**src/rtl/mem_pkg.sv**
```systemverilog
// Shared types and defaults for the wait-state memory responder.
package mem_pkg;

   localparam int DEF_ADDR_W = 8;
   localparam int DEF_DATA_W = 8;
   localparam int DEF_DEPTH  = 256;
   localparam int DEF_WAIT   = 2;
   localparam int CNT_W      = 4;

   typedef enum logic [1:0] {
      IDLE   = 2'd0,
      WAITST = 2'd1,
      RESP   = 2'd2
   } state_t;

   // Index width of the storage array; a one-word array still needs one index bit.
   function automatic int idx_width(input int depth);
      return (depth > 1) ? $clog2(depth) : 1;
   endfunction

endpackage

```
**src/rtl/mem_array.sv**
```systemverilog
// Byte RAM with one synchronous write port and one registered read port.
// Addresses wrap modulo DEPTH; the read register resets, the array does not.
module mem_array
   import mem_pkg::*;
#(
   parameter int ADDR_W = DEF_ADDR_W,
   parameter int DATA_W = DEF_DATA_W,
   parameter int DEPTH  = DEF_DEPTH
) (
   input  logic              clk,
   input  logic              rst,
   input  logic              we,
   input  logic [ADDR_W-1:0] wadr,
   input  logic [DATA_W-1:0] wdata,
   input  logic              re,
   input  logic [ADDR_W-1:0] radr,
   output logic [DATA_W-1:0] rdata
);

   localparam int IDX_W = idx_width(DEPTH);

   logic [DATA_W-1:0] mem [DEPTH];
   logic [IDX_W-1:0]  widx;
   logic [IDX_W-1:0]  ridx;

   // DEPTH is a power of two, so masking keeps the low log2(DEPTH) bits.
   assign widx = IDX_W'(wadr & ADDR_W'(DEPTH - 1));
   assign ridx = IDX_W'(radr & ADDR_W'(DEPTH - 1));

   always_ff @(posedge clk) begin
      if (we) begin
         mem[widx] <= wdata;
      end
   end

   always_ff @(posedge clk) begin
      if (!rst) begin
         rdata <= '0;
      end else if (re) begin
         rdata <= mem[ridx];
      end
   end

endmodule

```
**src/rtl/mem_responder.sv**
```systemverilog
// Memory responder: accepts one read or write per request, inserts WAIT wait
// states, then pulses memready with registered read data.
module mem_responder
   import mem_pkg::*;
#(
   parameter int ADDR_W = DEF_ADDR_W,
   parameter int DATA_W = DEF_DATA_W,
   parameter int DEPTH  = DEF_DEPTH,
   parameter int WAIT   = DEF_WAIT
) (
   input  logic              clk,
   input  logic              rst,
   input  logic              memread,
   input  logic              memwrite,
   input  logic [ADDR_W-1:0] adr,
   input  logic [DATA_W-1:0] writedata,
   input  logic              ld_en,
   input  logic [ADDR_W-1:0] ld_adr,
   input  logic [DATA_W-1:0] ld_data,
   output logic [DATA_W-1:0] memdata,
   output logic              memready,
   output logic              err
);

   state_t            state;
   state_t            state_nxt;
   logic [CNT_W-1:0]  cnt;
   logic [CNT_W-1:0]  cnt_nxt;
   logic              accept;
   logic              ready_nxt;
   logic              err_nxt;

   logic              op_wr;
   logic [ADDR_W-1:0] adr_q;
   logic [DATA_W-1:0] wdata_q;

   logic              ld_we;
   logic              commit;
   logic              arr_we;
   logic              arr_re;
   logic [ADDR_W-1:0] arr_wadr;
   logic [DATA_W-1:0] arr_wdata;

   always_comb begin
      state_nxt = state;
      cnt_nxt   = cnt;
      accept    = 1'b0;
      ready_nxt = 1'b0;
      err_nxt   = 1'b0;
      case (state)
         IDLE: begin
            if (memread ^ memwrite) begin
               accept    = 1'b1;
               cnt_nxt   = CNT_W'(WAIT);
               state_nxt = (WAIT == 0) ? RESP : WAITST;
            end else if (memread && memwrite) begin
               err_nxt = 1'b1;
            end
         end
         WAITST: begin
            cnt_nxt = (cnt == '0) ? '0 : cnt - 1'b1;
            // Leave on the edge that brings the counter to zero.
            if (cnt <= CNT_W'(1)) begin
               state_nxt = RESP;
            end
         end
         RESP: begin
            state_nxt = IDLE;
            ready_nxt = 1'b1;
         end
         default: begin
            state_nxt = IDLE;
            cnt_nxt   = '0;
         end
      endcase
   end

   always_ff @(posedge clk) begin
      if (!rst) begin
         state    <= IDLE;
         cnt      <= '0;
         memready <= 1'b0;
         err      <= 1'b0;
      end else begin
         state    <= state_nxt;
         cnt      <= cnt_nxt;
         memready <= ready_nxt;
         err      <= err_nxt;
      end
   end

   always_ff @(posedge clk) begin
      if (accept) begin
         adr_q   <= adr;
         wdata_q <= writedata;
         op_wr   <= memwrite;
      end
   end

   // Backdoor preload only in IDLE, commit only in RESP, so the write port never collides.
   // Both are blocked while reset is held so an aborted write is never committed.
   assign ld_we     = (state == IDLE) && ld_en;
   assign commit    = (state == RESP) && op_wr;
   assign arr_we    = rst && (ld_we || commit);
   assign arr_wadr  = commit ? adr_q : ld_adr;
   assign arr_wdata = commit ? wdata_q : ld_data;
   assign arr_re    = (state == RESP) && !op_wr;

   mem_array #(
      .ADDR_W(ADDR_W),
      .DATA_W(DATA_W),
      .DEPTH (DEPTH)
   ) u_array (
      .clk  (clk),
      .rst  (rst),
      .we   (arr_we),
      .wadr (arr_wadr),
      .wdata(arr_wdata),
      .re   (arr_re),
      .radr (adr_q),
      .rdata(memdata)
   );

endmodule

```
**config.mk**
```make
export PLATFORM = sky130hd
export DESIGN_NAME = mem_responder
export DESIGN_NICKNAME = d
export VERILOG_FILES = /design/src/rtl/mem_pkg.sv /design/src/rtl/mem_array.sv /design/src/rtl/mem_responder.sv
export SDC_FILE = /design/constraint.sdc
export NUM_CORES = 2
export LEC_CHECK = 0
export ABC_AREA = 1
export ABC_CLOCK_PERIOD_IN_PS = 3350
export CORE_ASPECT_RATIO = 1.4
export CORE_MARGIN = 3
export CORE_UTILIZATION = 59
export CTS_BUF_LIST = sky130_fd_sc_hd__clkbuf_8
export DETAILED_ROUTE_END_ITERATION = 16
export PLACE_DENSITY_LB_ADDON = 0.3
export SYNTH_ARGS = -nofsm -noshare
export SYNTH_HDL_FRONTEND = slang
export SYNTH_SLANG_ARGS = --single-unit
export TNS_END_PERCENT = 50
```
**constraint.sdc**
```tcl
create_clock -name clk -period 3.35 [get_ports clk]
set_clock_uncertainty 0.05 [all_clocks]
set_input_delay 0.67 -clock clk [delete_from_list [all_inputs] [get_ports clk]]
set_output_delay 0.67 -clock clk [all_outputs]
set_load 0.01 [all_outputs]
```
==> flow_results.xml <==
<?xml version="1.0" encoding="UTF-8"?>
<metrics>
  <group name="critical_path">
    <metric name="timing.critical_path.buf_inv" unit="">3</metric>
    <metric name="critical_path.endpoint_type" unit="">flip-flop</metric>
    <metric name="worstPathRequired" unit="ns">4.22</metric>
    <metric name="family_of_cells_with_the_greatest_summed_delay_on_the_critical_path" unit="">simple AND/OR/NAND/NOR gates</metric>
    <metric name="worstPathCellList" unit="">buf_4 -&gt; buf_12 -&gt; nand3_1 -&gt; nand3_1 -&gt; nand3_1 -&gt; nand3_1 -&gt; nand3_1 -&gt; nand3_1 -&gt; nand2_1 -&gt; nand2_1 -&gt; nand3_1 -&gt; nand2_1 -&gt; inv_1</metric>
    <metric name="critPathMostFrequentCell" unit="">sky130_fd_sc_hd__nand3_1</metric>
    <metric name="r2r_setup_slack" unit="ns">0.1</metric>
    <metric name="path_class" unit="">reg2reg</metric>
    <metric name="critPathArrivalTime" unit="ns">4.13</metric>
    <metric name="startpoint_type" unit="">flip-flop</metric>
    <metric name="critical-path-slowest-cell" unit="">sky130_fd_sc_hd__edfxtp_1</metric>
    <metric name="timing.critical_path.fanout_max" unit="">81</metric>
    <metric name="critical-path-max-stage-delay" unit="ns">0.61</metric>
  </group>
  <group name="synth">
    <metric name="asyncSetResetFlopFracSynth" unit="%">0</metric>
    <metric name="post_synth_inst_count" unit="">7127</metric>
    <metric name="synth_fp_nets" unit="">7165</metric>
    <metric name="postSynthAreaPerCell" unit="um^2">11.87</metric>
    <metric name="synth_enable_flop_cells" unit="">2065</metric>
    <metric name="synth-main-ff-cell" unit="">sky130_fd_sc_hd__edfxtp_1</metric>
    <metric name="post-synth-top-area-fraction" unit="%">73.31</metric>
    <metric name="seq_area_frac_synth" unit="%">73.69</metric>
    <metric name="leading_area_contributor_after_synthesis" unit="">sky130_fd_sc_hd__edfxtp_1</metric>
    <metric name="postSynthRegisterBits" unit="">2081</metric>
    <metric name="ys_warn_count" unit="">0</metric>
    <metric name="synth_cell_types" unit="">26</metric>
    <metric name="synthTopCellsByArea" unit="">sky130_fd_sc_hd__edfxtp_1 (73%), sky130_fd_sc_hd__nand3_1 (12%), sky130_fd_sc_hd__nand2_1 (9.5%), sky130_fd_sc_hd__buf_2 (1.9%), sky130_fd_sc_hd__nor2_1 (1.3%)</metric>
    <metric name="synth.cell_area" unit="um^2">84590</metric>
  </group>
  <group name="route">
    <metric name="drt_pre_antenna_iters" unit="">7</metric>
    <metric name="post-route-drc-count" unit="">0</metric>
    <metric name="detail_route.iter0.violations" unit="">7562</metric>
    <metric name="met3RoutedLength" unit="um">23670</metric>
    <metric name="met2RoutedLength" unit="um">109000</metric>
    <metric name="detail_route.vias_per_cell" unit="">6.034</metric>
    <metric name="highest_layer" unit="">met5</metric>
    <metric name="detail_route.wirelength.met1" unit="um">78600</metric>
    <metric name="detail_route.wl_per_cell" unit="um">23.56</metric>
    <metric name="routed-via-count" unit="">58000</metric>
    <metric name="detail_route.wirelength" unit="um">226500</metric>
    <metric name="ant_nets" unit="">0</metric>
  </group>
  <group name="place">
    <metric name="port_buffers" unit="">46</metric>
    <metric name="placed_area" unit="um^2">89970</metric>
    <metric name="gp_congestion" unit="">0.9087</metric>
    <metric name="place.detailed.hpwl" unit="um">138400</metric>
    <metric name="placed_cells" unit="">9081</metric>
  </group>
  <group name="floorplanning">
    <metric name="io_pins" unit="">47</metric>
    <metric name="die_area" unit="um^2">148000</metric>
    <metric name="floorplan.initialDensity" unit="%">59.68</metric>
    <metric name="dieWidth" unit="um">326.0</metric>
    <metric name="floorplan.core_area" unit="um^2">141700</metric>
    <metric name="die_y" unit="um">454.0</metric>
    <metric name="num_rows" unit="">163</metric>
  </group>
  <group name="clock_network">
    <metric name="cts_hold_buffers" unit="">0</metric>
    <metric name="tritoncts_clock_tree" unit="">done</metric>
    <metric name="clock-root-buffer" unit="">sky130_fd_sc_hd__clkbuf_8</metric>
    <metric name="cts_made_buffers" unit="">310</metric>
    <metric name="post-cts-setup-buffers" unit="">0</metric>
    <metric name="clk_latency" unit="ns">1.05</metric>
    <metric name="level_count_of_the_clock_h_tree" unit="">5</metric>
    <metric name="cts_num_sinks" unit="">2081</metric>
    <metric name="cts_repair_resize_count" unit="">0</metric>
    <metric name="cts_buffer_depth" unit="">4</metric>
    <metric name="clk_transition_reported_paths" unit="ns">0.06</metric>
  </group>
  <group name="worst_hold_path">
    <metric name="hold_path.class" unit="">in2reg</metric>
  </group>
  <group name="power_and_ir_drop">
    <metric name="irDropWorstVdd" unit="mV">0.5086</metric>
    <metric name="p_per_area" unit="nW/um^2">561.9</metric>
    <metric name="p_leak" unit="uW">0.03430</metric>
  </group>
  <group name="grt">
    <metric name="grt_max_degree" unit="">129</metric>
    <metric name="grt_pass1_wl" unit="um">336100</metric>
    <metric name="initial_antenna_violation_count" unit="">6</metric>
    <metric name="global_route.usage.total" unit="%">30.29</metric>
    <metric name="overflow" unit="">0</metric>
    <metric name="first_global_vias" unit="">56150</metric>
  </group>
  <group name="layout">
    <metric name="n_fill_cell" unit="">9841</metric>
    <metric name="multiInputGateArea" unit="um^2">19740</metric>
    <metric name="syn_to_final_growth" unit="%">12.83</metric>
    <metric name="finish.instance_area" unit="um^2">95440</metric>
    <metric name="drive_gt1_share" unit="%">11.74</metric>
    <metric name="design.final.nets" unit="">7534</metric>
    <metric name="mostFrequentLayoutCell" unit="">sky130_fd_sc_hd__nand2_1</metric>
    <metric name="regArea" unit="um^2">62330</metric>
    <metric name="final_cells" unit="">9613</metric>
    <metric name="layout_common_cells" unit="">sky130_fd_sc_hd__nand2_1 (2,133), sky130_fd_sc_hd__edfxtp_1 (2,065), sky130_fd_sc_hd__nand3_1 (2,027)</metric>
    <metric name="finish.utilization" unit="%">67.33</metric>
  </group>
  <group name="sta">
    <metric name="fin_crit_sh" unit="%">97.16</metric>
    <metric name="setup_total_negative_slack" unit="ns">0</metric>
    <metric name="timing.final.hold_violations" unit="">0</metric>
    <metric name="unrepaired_setup_endpoints_after_global_routing" unit="">false</metric>
    <metric name="tightest_slew" unit="ns">0.9694</metric>
    <metric name="period_minus_slack" unit="ns">3.255</metric>
    <metric name="slew_headroom" unit="%">35.38</metric>
    <metric name="f_max" unit="MHz">307.2</metric>
    <metric name="setup_viol_count_final" unit="">0</metric>
    <metric name="final-max-slew-violation-count" unit="">0</metric>
  </group>
  <group name="flow_run">
    <metric name="max-cap-violations" unit="">0</metric>
  </group>
  <group name="run_status">
    <metric name="status" unit="">finished, final reports clean</metric>
  </group>
</metrics>
==> final timing paths <==
kind         startpoint                to  depth (start not counted)
min              adr[7]          adr_q[7]                          1
min reg2reg      cnt[3]            cnt[3]                          2
max reg2reg    adr_q[1]  u_array.rdata[2]                         13
max            adr_q[1]  u_array.rdata[2]                         13
==> metrics by stage <==
stage / total power [uW] / worst slack (ns) / hold WS [ns]
3_3_place_gp: 35220 / 0.1808 / 0.4042
2_1_floorplan: 33060 / 0.1570 / 0.3874
6_report: 53630 / 0.09529 / 0.1408
4_1_cts: 53690 / 0.2948 / 0.08047
5_1_grt: 55380 / 0.05184 / 0.1090
3_5_place_dp: 35340 / 0.2424 / 0.4162
==> final cells by class <==
cell class / instances / share of cell area, %
diodes: 2 / 0.005244
repair buffers: 545 / 5.522
well taps: 1897 / 2.487
multi-input cells: 4498 / 20.68
flip-flops and latches: 2081 / 65.31
inverters: 60 / 0.2714
clock inverters: 209 / 1.100
clock buffers: 321 / 4.629
==> routing by layer <==
layer	vias up	global-route usage (%)
li1	25990	-
met3	750	7.103
met4	10	18.34
met1	27800	37.16
met5	-	0
met2	3454	49.21
==> worst reg2reg max path: cells and delay by family (launching register included) <==
family,cells,cell delay (ns)
buffers and inverters,3,0.93
AND/OR/NAND/NOR,10,1.56
flip-flops,1,0.61
==> cell families after synthesis <==
group	after synthesis	share of synthesized area (%)
compound gates	25	0.2027
fa+ha+maj	1	0.01479
buf+inv	548	3.127
flops	2081	73.69
mux	8	0.1065
simple gates	4464	22.86
==> cells in the mapped netlist (6+ instances only) <==
cell                          n
sky130_fd_sc_hd__nand2_1   2133
sky130_fd_sc_hd__mux2_2       8
sky130_fd_sc_hd__edfxtp_1  2065
sky130_fd_sc_hd__o21ai_0      8
sky130_fd_sc_hd__inv_2        8
sky130_fd_sc_hd__nor2_1     291
sky130_fd_sc_hd__nor2_2       7
sky130_fd_sc_hd__o21a_1       8
sky130_fd_sc_hd__inv_1       50
sky130_fd_sc_hd__buf_6        6
sky130_fd_sc_hd__nand3_1   2027
sky130_fd_sc_hd__clkbuf_1    84
sky130_fd_sc_hd__buf_1       46
sky130_fd_sc_hd__buf_2      315
sky130_fd_sc_hd__dfxtp_1     16
sky130_fd_sc_hd__buf_4       36
==> registers in the layout, indices dropped and copies added, names as in the netlist <==
| signal | cells |
|---|---|
| op_wr | 1 |
| u_array.mem | 2048 |
| state | 2 |
| memready | 1 |
| err | 1 |
| cnt | 4 |
| wdata_q | 8 |
| u_array.rdata | 8 |
| adr_q | 8 |
==> report_power, final <==
part           internal (uW)  switching [uW]
registers              28800            42.4
logic                   1650            4380
clock network           9400            9320
Power figures use the tool's default switching activity.
